`src/rtl/obstacle_spawner_if.sv`:
```
// Obstacle spawner bus: game-state and step inputs from the game controller,
// plus the two obstacle slots and event pulses returned to game logic/renderer.
// The controller side uses the master modport; obstacle_spawner uses slave.
interface obstacle_spawner_if;
    logic       obsClk;     // single-cycle obstacle step pulse
    logic [3:0] gameState;  // MENU=0000, RUNNING=0011, PAUSE=1111, OVER=0010
    logic [7:0] obs1X;
    logic [7:0] obs1H;
    logic [7:0] obs2X;
    logic [7:0] obs2H;
    logic       spawn;      // one-cycle pulse: a slot respawned
    logic       cleared;    // one-cycle pulse: a slot reached CLEAR_X

    modport master (
        output obsClk, gameState,
        input  obs1X, obs1H, obs2X, obs2H, spawn, cleared
    );

    modport slave (
        input  obsClk, gameState,
        output obs1X, obs1H, obs2X, obs2H, spawn, cleared
    );
endinterface

```
`src/rtl/obstacle_spawner.sv`:
```
// obstacle_spawner: owns the two obstacle slots (X, height). Each step pulse
// in RUNNING scrolls both slots left by one; a slot sitting at X=0 respawns
// to the right of the other slot with an LFSR-derived gap and height.
// Optional feature macro: OBS_LFSR_FREERUN_EN -- when defined the LFSR
// advances every clock (only the async reset seeds it), so obstacle
// sequences depend on player timing instead of being fixed per seed.
module obstacle_spawner #(
    parameter logic [7:0]  SPAWN_X   = 8'd160,   // one past right screen edge
    parameter logic [7:0]  MIN_GAP   = 8'd40,    // min separation from other slot
    parameter logic [7:0]  MIN_H     = 8'd7,     // heights span MIN_H..MIN_H+7
    parameter logic [7:0]  CLEAR_X   = 8'd3,     // obstacle fully past the dino
    parameter logic [7:0]  INIT1_X   = 8'd120,
    parameter logic [7:0]  INIT1_H   = 8'd7,
    parameter logic [7:0]  INIT2_X   = 8'd254,
    parameter logic [7:0]  INIT2_H   = 8'd14,
    parameter logic [15:0] LFSR_SEED = 16'hACE1  // must be nonzero
) (
    input  logic              clk,
    input  logic              resetn,
    obstacle_spawner_if.slave bus
);

    typedef enum logic [1:0] {
        ST_IDLE,   // menu: hold everything at its start values
        ST_RUN,    // game running: obsClk steps the slots
        ST_HOLD    // pause, game over or unknown code: freeze
    } state_t;

    // The mode follows gameState directly, so a change of gameState takes
    // effect on the very next clock edge; there is no extra state latency.
    state_t      w_state;

    logic [7:0]  r_obs1x, r_obs1h, r_obs2x, r_obs2h;
    logic [15:0] r_lfsr;
    logic        r_spawn, r_cleared;

    logic [7:0]  w_obs1x_next, w_obs1h_next, w_obs2x_next, w_obs2h_next;
    logic [15:0] w_lfsr_next;
    logic        w_spawn_next, w_cleared_next;

    logic        w_step;
    logic        w_respawn1, w_respawn2;
    logic [7:0]  w_dec1, w_dec2;
    logic [15:0] w_lfsr_adv;

    // Respawn X: max(SPAWN_X, other+MIN_GAP) + rnd, computed wide enough
    // that no parameter choice can wrap, then clamped to the 8-bit screen range.
    function automatic logic [7:0] f_spawn_x(input logic [7:0] other_x,
                                             input logic [4:0] rnd);
        logic [9:0] gap_sum;
        logic [9:0] base;
        logic [9:0] total;
        gap_sum = {2'b00, other_x} + {2'b00, MIN_GAP};
        base    = (gap_sum > {2'b00, SPAWN_X}) ? gap_sum : {2'b00, SPAWN_X};
        total   = base + {5'b00000, rnd};
        return (total > 10'd255) ? 8'd255 : total[7:0];
    endfunction

    // Decode the game mode from gameState every cycle.
    always_comb begin
        w_state = ST_HOLD;
        case (bus.gameState)
            4'b0000: w_state = ST_IDLE;
            4'b0011: w_state = ST_RUN;
            default: w_state = ST_HOLD;
        endcase
    end

    assign w_step     = (w_state == ST_RUN) && bus.obsClk;
    assign w_dec1     = r_obs1x - 8'd1;
    assign w_dec2     = r_obs2x - 8'd1;
    assign w_lfsr_adv = {r_lfsr[14:0], r_lfsr[15] ^ r_lfsr[13] ^ r_lfsr[12] ^ r_lfsr[10]};

    // Slot 1 wins a simultaneous X=0; slot 2 then waits at 0 for one step so
    // it respawns against slot 1's fresh X and the LFSR moves once per step.
    assign w_respawn1 = (r_obs1x == 8'd0);
    assign w_respawn2 = (r_obs2x == 8'd0) && !w_respawn1;

    // Next-state logic for slots, pulses and LFSR per mode.
    always_comb begin
        w_obs1x_next   = r_obs1x;
        w_obs1h_next   = r_obs1h;
        w_obs2x_next   = r_obs2x;
        w_obs2h_next   = r_obs2h;
        w_spawn_next   = 1'b0;
        w_cleared_next = 1'b0;

        case (w_state)
            ST_IDLE: begin
                w_obs1x_next = INIT1_X;
                w_obs1h_next = INIT1_H;
                w_obs2x_next = INIT2_X;
                w_obs2h_next = INIT2_H;
            end
            ST_RUN: begin
                if (w_step) begin
                    if (w_respawn1) begin
                        w_obs1x_next = f_spawn_x(r_obs2x, r_lfsr[4:0]);
                        w_obs1h_next = MIN_H + {5'b00000, r_lfsr[2:0]};
                    end else begin
                        w_obs1x_next = w_dec1;
                    end

                    if (w_respawn2) begin
                        w_obs2x_next = f_spawn_x(r_obs1x, r_lfsr[4:0]);
                        w_obs2h_next = MIN_H + {5'b00000, r_lfsr[2:0]};
                    end else if (r_obs2x != 8'd0) begin
                        w_obs2x_next = w_dec2;
                    end

                    w_spawn_next   = w_respawn1 || w_respawn2;
                    w_cleared_next = ((r_obs1x != 8'd0) && (w_dec1 == CLEAR_X)) ||
                                     ((r_obs2x != 8'd0) && (w_dec2 == CLEAR_X));
                end
            end
            default: ; // frozen
        endcase

`ifdef OBS_LFSR_FREERUN_EN
        // Free-running: moves every clock regardless of mode.
        w_lfsr_next = w_lfsr_adv;
`else
        // Deterministic: reseeded in the menu, moves only when a slot respawns.
        w_lfsr_next = r_lfsr;
        if (w_state == ST_IDLE) begin
            w_lfsr_next = LFSR_SEED;
        end else if (w_step && (w_respawn1 || w_respawn2)) begin
            w_lfsr_next = w_lfsr_adv;
        end
`endif
    end

    // State registers; the async reset lands on the same values as the menu.
    always_ff @(posedge clk or negedge resetn) begin
        if (!resetn) begin
            r_obs1x   <= INIT1_X;
            r_obs1h   <= INIT1_H;
            r_obs2x   <= INIT2_X;
            r_obs2h   <= INIT2_H;
            r_lfsr    <= LFSR_SEED;
            r_spawn   <= 1'b0;
            r_cleared <= 1'b0;
        end else begin
            r_obs1x   <= w_obs1x_next;
            r_obs1h   <= w_obs1h_next;
            r_obs2x   <= w_obs2x_next;
            r_obs2h   <= w_obs2h_next;
            r_lfsr    <= w_lfsr_next;
            r_spawn   <= w_spawn_next;
            r_cleared <= w_cleared_next;
        end
    end

    assign bus.obs1X   = r_obs1x;
    assign bus.obs1H   = r_obs1h;
    assign bus.obs2X   = r_obs2x;
    assign bus.obs2H   = r_obs2h;
    assign bus.spawn   = r_spawn;
    assign bus.cleared = r_cleared;

endmodule
```
`src/flat_wrapper.sv`:
```
// flat-port wrapper written by rule: the top's interface ports become plain ports
module obstacle_spawner_flat 
#(
    parameter logic [7:0]  SPAWN_X   = 8'd160,                                
    parameter logic [7:0]  MIN_GAP   = 8'd40,                                     
    parameter logic [7:0]  MIN_H     = 8'd7,                                   
    parameter logic [7:0]  CLEAR_X   = 8'd3,                                    
    parameter logic [7:0]  INIT1_X   = 8'd120,
    parameter logic [7:0]  INIT1_H   = 8'd7,
    parameter logic [7:0]  INIT2_X   = 8'd254,
    parameter logic [7:0]  INIT2_H   = 8'd14,
    parameter logic [15:0] LFSR_SEED = 16'hACE1                    
)
  (clk, resetn, bus_obsClk, bus_gameState, bus_obs1X, bus_obs1H, bus_obs2X, bus_obs2H, bus_spawn, bus_cleared);
  obstacle_spawner_if bus_i ();
  input  logic clk;
  input  logic resetn;
  input wire logic [$bits(bus_i.obsClk)-1:0] bus_obsClk;
  input wire logic [$bits(bus_i.gameState)-1:0] bus_gameState;
  output wire logic [$bits(bus_i.obs1X)-1:0] bus_obs1X;
  output wire logic [$bits(bus_i.obs1H)-1:0] bus_obs1H;
  output wire logic [$bits(bus_i.obs2X)-1:0] bus_obs2X;
  output wire logic [$bits(bus_i.obs2H)-1:0] bus_obs2H;
  output wire logic [$bits(bus_i.spawn)-1:0] bus_spawn;
  output wire logic [$bits(bus_i.cleared)-1:0] bus_cleared;
  assign bus_i.obsClk = bus_obsClk;
  assign bus_i.gameState = bus_gameState;
  assign bus_obs1X = bus_i.obs1X;
  assign bus_obs1H = bus_i.obs1H;
  assign bus_obs2X = bus_i.obs2X;
  assign bus_obs2H = bus_i.obs2H;
  assign bus_spawn = bus_i.spawn;
  assign bus_cleared = bus_i.cleared;
  obstacle_spawner #(.SPAWN_X(SPAWN_X), .MIN_GAP(MIN_GAP), .MIN_H(MIN_H), .CLEAR_X(CLEAR_X), .INIT1_X(INIT1_X), .INIT1_H(INIT1_H), .INIT2_X(INIT2_X), .INIT2_H(INIT2_H), .LFSR_SEED(LFSR_SEED)) u_core (.clk(clk), .resetn(resetn), .bus(bus_i));
endmodule
```
`config.mk`:
```
export PLATFORM = sky130hd
export DESIGN_NAME = obstacle_spawner_flat
export DESIGN_NICKNAME = d
export VERILOG_FILES = /design/src/rtl/obstacle_spawner_if.sv /design/src/rtl/obstacle_spawner.sv /design/src/flat_wrapper.sv
export SDC_FILE = /design/constraint.sdc
export NUM_CORES = 1
export LEC_CHECK = 0
export BUFFER_PORTS_ARGS = -buffer_cell sky130_fd_sc_hd__buf_4
export CAP_MARGIN = 20
export CORE_MARGIN = 1
export CORE_UTILIZATION = 40
export CTS_BUF_LIST = sky130_fd_sc_hd__clkbuf_8
export DETAILED_ROUTE_END_ITERATION = 8
export PLACE_DENSITY = 0.61
export SLEW_MARGIN = 20
export SYNTH_ARGS = -nofsm -noshare
export SYNTH_HDL_FRONTEND = slang
export SYNTH_SLANG_ARGS = --single-unit
```
`constraint.sdc`:
```
create_clock -name clk -period 6.3 [get_ports clk]
set_input_delay 0 -clock clk [delete_from_list [all_inputs] [get_ports clk]]
set_output_delay 0 -clock clk [all_outputs]
set_load 0.05 [all_outputs]
```
# Word-level counts from Yosys, hierarchy flattened
# Cells that the tools add are included.
[word_totals] reg_bits=50 in_bits=7 elab_cells=73
[op_classes] addsub=7 order_cmp=4 n_eq_ne=8 muxes=24 n_bitwise=3 reduce_logical=20
[op_table] cell="$mux 8" n=11
[op_table] cell="$pmux 8 s2" n=4
[op_table] cell="$gt 10x8->1 const B" n=4
[op_table] cell="$mux 16" n=2
[op_table] cell="$add 10x5->10" n=2
[op_table] cell="$mux 10" n=2
[op_table] cell="$add 8x6->9 const B" n=2
[op_table] cell="$eq 8x2->1 const B" n=2
[op_table] cell="$logic_not 8->1" n=2
[op_table] cell="$reduce_bool 8->1" n=2
[op_table] cell="$sub 8x1->8 const B" n=2
[op_table] cell="$reduce_and 3->1" n=3
[op_table] cell="$ne 2x1->1 const B" n=3
[op_table] cell="$logic_and 1x1->1" n=5
[op_table] cell="$add 3x3->4 const A" n=1
[op_table] cell="$eq 4x2->1 const B" n=1
[op_table] cell="$logic_not 4->1" n=1
[op_table] cell="$mux 1" n=4
[op_table] cell="$pmux 2 s2" n=1
[op_table] cell="$reduce_bool 2->1" n=2
[op_table] cell="$ne 3x2->1 const B" n=1
[op_table] cell="$xor 1x1->1" n=3
[op_table] cell="$eq 2x1->1 const B" n=1
[op_table] cell="$logic_not 2->1" n=1
[op_table] cell="3 further kinds" n=4

# Longest topological paths before layout
# Gate-level depths: netlist of run 1.
[depth] word_depth=9 mapped_depth=16

# Least setup slack after synthesis of run 1
# No wires, ideal clock.
[synth_path] path_type="flip-flop to flip-flop" start="register u_core.r_obs2x[3] (netlist: u_core.bus.obs2X[3])" end="register u_core.r_obs1x[2] (netlist: u_core.bus.obs1X[2])" setup_time_ps=76 t_arrival_ps=3696 required_time_ps=6224 path_slack_ps=2527 path_stages_with_launch=16 n_path_buf=1 period_less_slack_ps=3773 cell_sequence="dfstp_2 buf_2 inv_2 ha_1 nor4b_1 nand2_1 a21oi_1 nor3_1 and2_1 ha_1 nor2b_1 o31a_1 o311ai_1 and3_1 or4_1 o21ai_1"
[synth_between] elab_chain_len=9
[synth_rtl] element="start, declared" line_no="obstacle_spawner.sv:33" source="logic [7:0] r_obs1x, r_obs1h, r_obs2x, r_obs2h;"
[synth_rtl] element="start signal, assigned" line_no="obstacle_spawner.sv:146" source="r_obs2x <= w_obs2x_next;"
[synth_rtl] element="$add 8x6->9 *" line_no="obstacle_spawner.sv:53" source="gap_sum = {2'b00, other_x} + {2'b00, MIN_GAP};"
[synth_rtl] element="$gt 10x8->1" line_no="obstacle_spawner.sv:54" source="base = (gap_sum > {2'b00, SPAWN_X}) ? gap_sum : {2'b00, SPAWN_X};"
[synth_rtl] element="$mux 10 *" line_no="obstacle_spawner.sv:54"
[synth_rtl] element="$add 10x5->10 *" line_no="obstacle_spawner.sv:55" source="total = base + {5'b00000, rnd};"
[synth_rtl] element="$gt 10x8->1" line_no="obstacle_spawner.sv:56" source="return (total > 10'd255) ? 8'd255 : total[7:0];"
[synth_rtl] element="$mux 8 *" line_no="obstacle_spawner.sv:56"
[synth_rtl] element="$mux 8 *" line_no="obstacle_spawner.sv:97" source="if (w_respawn1) begin"
[synth_rtl] element="$mux 8 *" line_no="obstacle_spawner.sv:96" source="if (w_step) begin"
[synth_rtl] element="$pmux 8 s2 *" line_no="obstacle_spawner.sv:88" source="case (w_state)"
[synth_rtl] element="end signal, assigned" line_no="obstacle_spawner.sv:144" source="r_obs1x <= w_obs1x_next;"
[synth_rtl] element="end, declared" line_no="obstacle_spawner.sv:33"
# Every way passes the cells marked *; elsewhere a longest branch is shown, timed or not. The select of a mux whose other input is x is not followed.
# A chain may end at the register's enable or synchronous reset.

# Worst setup path after layout of run 1
[layout_path] start="register u_core.r_obs2x[3] (netlist: u_core.bus.obs2X[3])" end="register u_core.r_obs1x[4] (netlist: u_core.bus.obs1X[4])"
# Same word-level chain as after synthesis.

==> metrics, run 1 <==
sequential share of the synthesized area=0.315; post-route ant nets=0; startpoint of the worst-slack reg-to-reg timing path=u_core.bus.obs2X[3]; average size of a mapped cell=8.14 um2; share of the clock period used by the worst path=0.678; sort of element at the start of the critical path=register; DR iter-0 viols=177; flip-flop and latch area=0.00108 mm2; post-synthesis cell count=422; number of DRC violations after detailed routing=0; CP Capture Point=u_core.bus.obs1X[4]; number of antenna violations at the first check in global routing=0; biggest fanout along the worst timing path=14; placeable core region=0.00826 mm2; buffer depth of the longest clock path=2; Cell Area, Placed=0.00366 mm2; number of hold violations in the final report=0; Routed WL per cell=17.1 um; flip-flop cell with the highest count after synthesis=dfstp_2; die area=0.00896 mm2; Worst-Margin Slew=940 ps; largest net degree at the start of global routing=43; global-route wire length before repair=15000 um; Peak Freq=about 230 MHz; class of the worst hold path=input pin to register; fin util=0.457; Warnings, synthesis=0; aggregate routed wire length=around 9300 um; leading post-synthesis cells by cell area=dfstp_2, dfrtp_1, ha_1; remaining global-route overflow=0; PortBufs=32; height of the chip=94.7 um; worst reg2reg path endpoint=u_core.bus.obs1X[4]; placed wire-length estimate=~7000 um; depth of the most critical reg-to-reg path=15; Setup-failing EPs final=0; run status=finished, final reports clean; initial cell density of the core=0.416; Critical Path End Type=register; drt pass-1 iters=4; Max Clock Skew=13.9 ps; sum of negative setup slack=0 ps; number of unique standard cell types used by synthesis=66; antenna fix cells=0; max-capacitance violation count=0; Top-Level Pins=41; routability-driven placement congestion ratio=0.864; clock sink count=42; synth-to-layout area growth=9.91%; Multi-input gate area=0.00215 mm2; clock-pin slew reported for the worst setup and hold paths after clock tree synthesis=approximately 90 ps; Layout fillers=844; Post-CTS Setup Inserts=0; Vias per Instance=between 5 and 6; r2r setup slk=2030 ps; root buffer cell=clkbuf_8; post-synth design cell area=0.00343 mm2; number of rows in the core area=33; commonest cells in the netlist=nand2_1, nor2_1, o21ai_0; number of enable-type register cells in the synthesized netlist=0; via count of the first global-routing pass=2856; Worst Setup Path Type=register to register; power density over cell area=about 230 mW/mm2; Arr. time, crit path=about 4500 ps; max-slew headroom at the worst pin=0.369; total leakage power=1.51 nW; setup repair after global routing missed its margin=no; fraction of synthesized cell area taken by the top area cell type=0.191; cell type contributing the most total cell area after synthesis=dfstp_2; routed via count=3135; # nets final=466; total CTS buffers=5; cell with the most instances after synthesis=nand2_1; later-pin clock latency in the skew report=310 ps; share of flip-flops with an asynchronous set or reset=1.00; post-layout minimum cycle time=~4300 ps; start point of the critical path=u_core.bus.obs2X[3]; CTS H-Tree Depth=2; count of final max-slew check failures=0; CTS tree=built; total non-filler cell area in the finished layout=0.00377 mm2; smallest setup slack after layout=2030 ps; die width=94.7 um; peak supply drop=between 0.00015 and 0.0002 V; total track usage=0.218; required time worst endpoint=6500 ps; post-place setup slack=2150 ps; fraction of final layout cells with drive strength greater than 1=0.191; count of state elements after synthesis=42
## sequential cells by signal, summed over array words and instances, names as in the netlist
name and flops:
u_core.bus.cleared 1, u_core.bus.obs1H 4, u_core.bus.obs1X 8, u_core.bus.obs2H 4, u_core.bus.obs2X 8, u_core.bus.spawn 1, u_core.r_lfsr 16
## where the power goes
part / switching, mW / total (mW) / internal (mW) / leakage [nW]
Combinational: 0.227 / 0.357 / 0.130 / 0.966
Clock: 0.101 / 0.178 / 0.0768 / 0.0493
Sequential: 0.0524 / 0.352 / 0.300 / 0.496
## per-layer routing
| metal | part of all wire | up-vias | GRT usage |
|---|---|---|---|
| li1 | - | 1543 | - |
| met1 | 0.48 | 1501 | 0.311 |
| met2 | 0.46 | 81 | 0.348 |
| met3 | 0.045 | 10 | 0.0314 |
| met4 | 0.014 | 0 | 0.0467 |
| met5 | 0 | - | 0 |
## kinds of logic after synthesis
logic type,Yosys count,synth area share
AND/OR/NAND/NOR,164,0.252
multiplexers,2,0.00619
other,1,0.00109
XOR/XNOR,17,0.0434
AO/OA/AOI/OAI,126,0.232
buffers and inverters,49,0.0696
flip-flops,42,0.315
adder cells (fa/ha/maj),21,0.0809
## worst max-delay path: stages, from the launching register on
cell	delay, ps
dfstp_2	690
inv_2	90
ha_1	320
nor4b_1	80
nand2_1	70
a21oi_1	120
nor4_1	450
ha_1	270
inv_1	70
fa_1	470
nor2b_1	170
o31a_1	280
o311ai_1	150
a31oi_1	550
nor2_1	140
o31ai_1	250
## repair_timing
action	in CTS	in global routing
gates resized for setup	0	0
hold buffers	2	0
endpoints found under the hold margin	22	0
## area by class of cell
class | instances | area share
Clock inverter | 3 | 0.00464
Sequential cell | 42 | 0.287
Inverter | 16 | 0.0159
Multi-Input combinational cell | 338 | 0.569
Timing Repair Buffer | 35 | 0.0709
Tap cell | 105 | 0.0348
Clock buffer | 5 | 0.0182
## layout by cell type (no fill, tap or decap), types with 7 or more instances in the layout
cell type / count
a211oi_1: 7
a21oi_1: 31
a31oi_1: 10
and3_1: 8
buf_4: 33
conb_1: 8
dfrtp_1: 17
dfstp_2: 25
ha_1: 19
inv_1: 15
nand2_1: 48
nand3_1: 7
nor2_1: 40
nor3_1: 10
nor4_1: 10
o21ai_0: 32
xnor2_1: 12
## per-stage QoR
step                      std cells  hold slack (ps)  power (mW)
after CTS                       544             76.4       0.888
final                           544             74.4       0.886
after global placement          534             21.1       0.705
after floorplan                 429             -296       0.619
after detailed placement        534             23.3       0.709
after global routing            544             97.2       0.940
## worst min-delay path by stage
stage | slack [ps] | cells past startpoint | end | from
floorplan | -300 | 0 | u_core.bus.cleared | resetn
global placement | 20 | 1 | u_core.bus.cleared | resetn
detailed placement | 20 | 1 | u_core.bus.cleared | resetn
CTS | 80 | 3 | u_core.r_lfsr[1] | bus_gameState[2]
global route | 100 | 3 | u_core.r_lfsr[1] | bus_gameState[3]
finish | 70 | 3 | u_core.r_lfsr[1] | bus_gameState[2]
Note: power is estimated with default switching activity, not from simulation.
==> run 2, diff against run 1 <==
Settings changed: PLACE_DENSITY 0.61 to 0.64.
Clock period 6.3 ns to 3.5 ns, I/O delays scaled along.
==> run 2 against run 1 <==
Net effect:
- the flow now finishes with violations (negative setup slack)
- first-iteration DRC count increased by 57%
- combinational power rose to 2.7 times the previous value
- die area stayed put
- setup slack worse by 2200 ps
- maximum frequency up 16%
- final area is 17% higher
- via count increased by 9.6%
- sequential power up 66%
- clock power increased by 98%
- register-to-register slack lost 2200 ps
==> metrics, run 2 (synthesized netlist as in run 1, its figures left out) <==
run status=finished with violations; failing checks=negative setup slack; Peak Freq=271 MHz; Routed WL per cell=17.6 um; peak supply drop=0.000309 V; placed wire-length estimate=roughly 7300 um; post-layout minimum cycle time=3690 ps; depth of the most critical reg-to-reg path=14; Top-Level Pins=41; die area=0.00896 mm2; height of the chip=94.7 um; routability-driven placement congestion ratio=0.937; total leakage power=1.72 nW; Top reg by flops=u_core.r_lfsr; later-pin clock latency in the skew report=320 ps; synth-to-layout area growth=28.6%; worst reg2reg path endpoint=u_core.bus.obs1X[2]; largest net degree at the start of global routing=43; r2r setup slk=-190 ps; fraction of final layout cells with drive strength greater than 1=0.358; fin util=0.535; PortBufs=32; remaining global-route overflow=0; antenna fix cells=0; CTS H-Tree Depth=2; Arr. time, crit path=3940 ps; CP Capture Point=u_core.bus.obs1X[2]; die width=94.7 um; Vias per Instance=5.88; routed via count=about 3.4k; root buffer cell=clkbuf_8; minimum hold slack=141 ps; biggest fanout along the worst timing path=5; Worst-Margin Slew=883 ps; class of the worst hold path=input pin to register; setup repair after global routing missed its margin=yes; smallest setup slack after layout=-190 ps; buffer depth of the longest clock path=2; sort of element at the start of the critical path=register; number of rows in the core area=33; CTS tree=built; max-slew headroom at the worst pin=0.407; total track usage=0.238; number of hold violations in the final report=0; Critical Path End Type=register; clock sink count=42; Worst Setup Path Type=register to register; clock-pin slew reported for the worst setup and hold paths after clock tree synthesis=110 ps; most frequent cells in the layout=buf_4, nand2_1, nor2_1; number of flip-flops under the largest register name=16; total CTS buffers=5; # nets final=507; Setup-failing EPs final=7; post-route ant nets=0; number of DRC violations after detailed routing=0; Max Clock Skew=19.8 ps; placeable core region=roughly 0.0083 mm2; required time worst endpoint=approximately 3800 ps; start point of the critical path=u_core.bus.obs2X[3]; drt pass-1 iters=5; share of the clock period used by the worst path=1.05; initial cell density of the core=0.416; DR iter-0 viols=~280; max-capacitance violation count=0; count of final max-slew check failures=0; startpoint of the worst-slack reg-to-reg timing path=u_core.bus.obs2X[3]; via count of the first global-routing pass=3226; power density over cell area=430 mW/mm2; aggregate routed wire length=10300 um; global-route wire length before repair=16300 um; most common library cell in the layout ignoring fill and taps=buf_4; number of antenna violations at the first check in global routing=0
[run 2: cell count changes in the layout (fill, tap and decap cells not counted), moves of 4 or more]
cell     previous run  this run
nand2_1            48        44
ha_1               19         9
ha_2                0         4
a21oi_1            31        26
ha_4                0         6
nand2_2             3         7
buf_4              33        72
inv_1              15        11
[run 2: what timing repair did]
item | CTS | global route
hold buffers | 2 | 0
setup endpoints to repair | 7 | 14
hold endpoints to repair | 22 | 0
resized for setup | 7 | 38
pin swaps | 8 | 23
buffers inserted | 7 | 8
[run 2: layout make-up]
class	instances	area (um2)
multi-input combinational	338	2450
clock inverter	3	25.0
tap	105	131
clock buffer	5	68.8
inverter	16	65.1
fill	783	3840
timing repair buffer	76	583
sequential	42	1090
[run 2: how the worst min path moves through the flow]
stage / from / end / slack, ps / cells after the start
after global placement: resetn / u_core.bus.obs1X[1] / 30 / 1
after floorplan: resetn / u_core.bus.cleared / -300 / 0
after detailed placement: resetn / u_core.bus.obs1X[2] / 30 / 1
after CTS: bus_gameState[2] / u_core.r_lfsr[10] / 140 / 5
final: bus_gameState[2] / u_core.r_lfsr[15] / 140 / 5
after global routing: bus_gameState[2] / u_core.r_lfsr[10] / 170 / 5
[run 2: per-stage QoR]
step | TNS [ps] | total power, mW | setup slack [ps] | area, um2 | cells
floorplan | -3.71 | 1.17 | -3.71 | 3600 | 429
global placement | -452 | 1.40 | -191 | 3970 | 560
detailed placement | -588 | 1.42 | -137 | 3970 | 560
CTS | 0 | 1.80 | 9.02 | 4190 | 577
global route | -1630 | 2.00 | -295 | 4420 | 585
finish | -1040 | 1.90 | -190 | 4420 | 585
[run 2: worst max-delay path, stage by stage, from the launching register on]
cell and delay [ps]:
dfstp_4 670, inv_4 60, ha_4 240, nor4b_4 270
nand2_2 120, a21oi_4 220, nor3_1 80, and2_1 180
ha_4 290, nor2b_4 140, o31a_1 390, o311ai_4 150
and3_4 200, or4_4 510, o21ai_2 90
[run 2: routing by layer]
| metal | vias to the layer above | part of all wire | track usage |
|---|---|---|---|
| met1 | 1656 | 0.44 | 0.323 |
| met5 | - | 0 | 0 |
| met3 | 25 | 0.061 | 0.0411 |
| met4 | 0 | 0.027 | 0.0972 |
| li1 | 1623 | - | - |
| met2 | 133 | 0.47 | 0.373 |
[run 2: report_power, final]
group	switching, mW	leakage, nW	internal, mW
Clock	0.208	0.0447	0.145
Combinational	0.561	1.18	0.399
Sequential	0.0437	0.494	0.542
==> run 3, diff against run 2 <==
Settings changed: CAP_MARGIN 20 to not set, CTS_BUF_LIST sky130_fd_sc_hd__clkbuf_8 to not set, PLACE_DENSITY 0.64 to 0.61.
Clock period 3.5 ns to 3.66 ns, I/O delays scaled along.
==> run 3 against run 2 <==
Net effect:
- the flow now finishes without violations
- core utilization fell by 3.4 points
- power fell by 12%
- largest power group unchanged
- flip-flop and latch count did not move
- highest routed layer unchanged
==> metrics, run 3 (synthesized netlist as in run 1, its figures left out) <==
Arr. time, crit path=about 3800 ps; most common library cell in the layout ignoring fill and taps=buf_4; count of placed standard cells including taps=561; root buffer cell=clkbuf_8; remaining global-route overflow=0; placeable core region=0.00826 mm2; buffer depth of the longest clock path=2; post-layout power=1.68 mW; later-pin clock latency in the skew report=310 ps; peak supply drop=around 0.00018 V; die area=around 0.009 mm2; largest net degree at the start of global routing=43; routability-driven placement congestion ratio=a little over 0.9; drt pass-1 iters=4; critical-path cell list=buf_6, and2_1, nor2_1, nand2_1, a21oi_4, nor4_4, ha_2, inv_1, fa_2, nor2b_2, o31a_1, o311ai_2, and3_1, or4_1, o21ai_1; via count of the first global-routing pass=3135; Critical Path End Type=register; Worst-Margin Slew=about 840 ps; number of rows in the core area=33; clock sink count=42; total track usage=0.234; cell with the largest stage delay on the worst path=dfstp_2; power density over cell area=406 mW/mm2; global-route wire length before repair=around 16000 um; Setup-failing EPs final=0; minimum hold slack=154 ps; Routed WL per cell=approximately 17 um; CTS H-Tree Depth=2; max-capacitance violation count=0; placed wire-length estimate=7290 um; Cell Area, Placed=0.00389 mm2; top cell family by delay on the critical path=simple AND/OR/NAND/NOR gates; height of the chip=94.7 um; class of the worst hold path=input pin to register; setup repair after global routing missed its margin=yes; max-slew headroom at the worst pin=0.433; count of final max-slew check failures=0; DR iter-0 viols=284; share of the clock period used by the worst path=0.964; depth of the most critical reg-to-reg path=15; synth-to-layout area growth=20.4%; number of DRC violations after detailed routing=0; required time worst endpoint=3910 ps; number of instances on the worst hold path=5; number of antenna violations at the first check in global routing=0; number of flip-flops under the largest register name=16; aggregate routed wire length=9950 um; Top-Level Pins=41; total leakage power=1.64 nW; maximum cell stage delay along the critical path=580 ps; Buffers & Inverters on Critical Path=2; sort of element at the start of the critical path=register; post-layout minimum cycle time=3530 ps; # nets final=roughly 490; Worst Setup Path Type=register to register; final cell count without fillers=571; biggest fanout along the worst timing path=13; PortBufs=32; routed via count=~3.3k; Vias per Instance=5.85; die width=94.7 um; post-route ant nets=0; sum of negative setup slack=0 ps; total non-filler cell area in the finished layout=around 0.0041 mm2; run status=finished, final reports clean; number of hold violations in the final report=0; clock-pin slew reported for the worst setup and hold paths after clock tree synthesis=around 90 ps; most frequent cells in the layout=buf_4, nand2_1, nor2_1; total CTS buffers=5; initial cell density of the core=0.416; CTS tree=built; fraction of final layout cells with drive strength greater than 1=0.290; Top reg by flops=u_core.r_lfsr; Peak Freq=approximately 280 MHz; antenna fix cells=0; Max Clock Skew=approximately 10 ps; Worst path depth=15
run 3: cell count changes in the layout (fill, tap and decap cells not counted), sizes merged:
| cell | delta |
|---|---|
| buf | -14 |
| clkinv | +1 |
| inv | -1 |
run 3: tightest hold or removal path: cells and delay by family:
kind / cells / cell delay (ps)
buf+inv: 2 / 260
simple gates: 2 / 130
compound gates: 1 / 60
run 3: path summary, 6_finish.rpt:
path                                startpoint                  end  slack, ps
setup / recovery           u_core.bus.obs2X[3]  u_core.bus.obs1X[2]        130
hold / removal                bus_gameState[2]     u_core.r_lfsr[7]        150
setup reg to reg           u_core.bus.obs2X[3]  u_core.bus.obs1X[2]        130
hold reg to reg               u_core.r_lfsr[6]     u_core.r_lfsr[7]        470
max in group asynchronous               resetn  u_core.bus.obs2X[0]       3050
min in group asynchronous               resetn   u_core.bus.cleared        200
run 3: through the flow:
step | setup slack [ps] | util
global route | -61.5 | 0.501
global placement | 107 | 0.471
CTS | 6.84 | 0.485
floorplan | 7.71 | -
finish | 132 | 0.501
detailed placement | 16.2 | 0.471
run 3: cell type report:
cell class	count	area, um2
fill	810	4120
multi-input combinational	338	2290
sequential	42	1080
timing repair buffer	62	474
tap	105	131
clock buffer	5	68.8
inverter	16	62.6
clock inverter	3	21.3
run 3: per-layer routing:
layer,part of all wire,GRT usage
met5,0,0
met4,0.036,0.0833
met3,0.052,0.0290
met2,0.45,0.361
met1,0.46,0.335
run 3: repair_timing:
| action | in CTS | in global routing |
|---|---|---|
| pin swaps | 0 | 15 |
| hold buffers | 2 | 0 |
| setup endpoints to repair | 1 | 14 |
| buffers inserted | 0 | 0 |
| resized for setup | 1 | 26 |
| endpoints found under the hold margin | 22 | 0 |
run 3: report_power, final:
part | leakage, nW | internal (mW) | switching, mW
combinational | 1.10 | 0.309 | 0.489
sequential | 0.494 | 0.515 | 0.0441
clock | 0.0441 | 0.134 | 0.186
total | 1.64 | 0.959 | 0.720
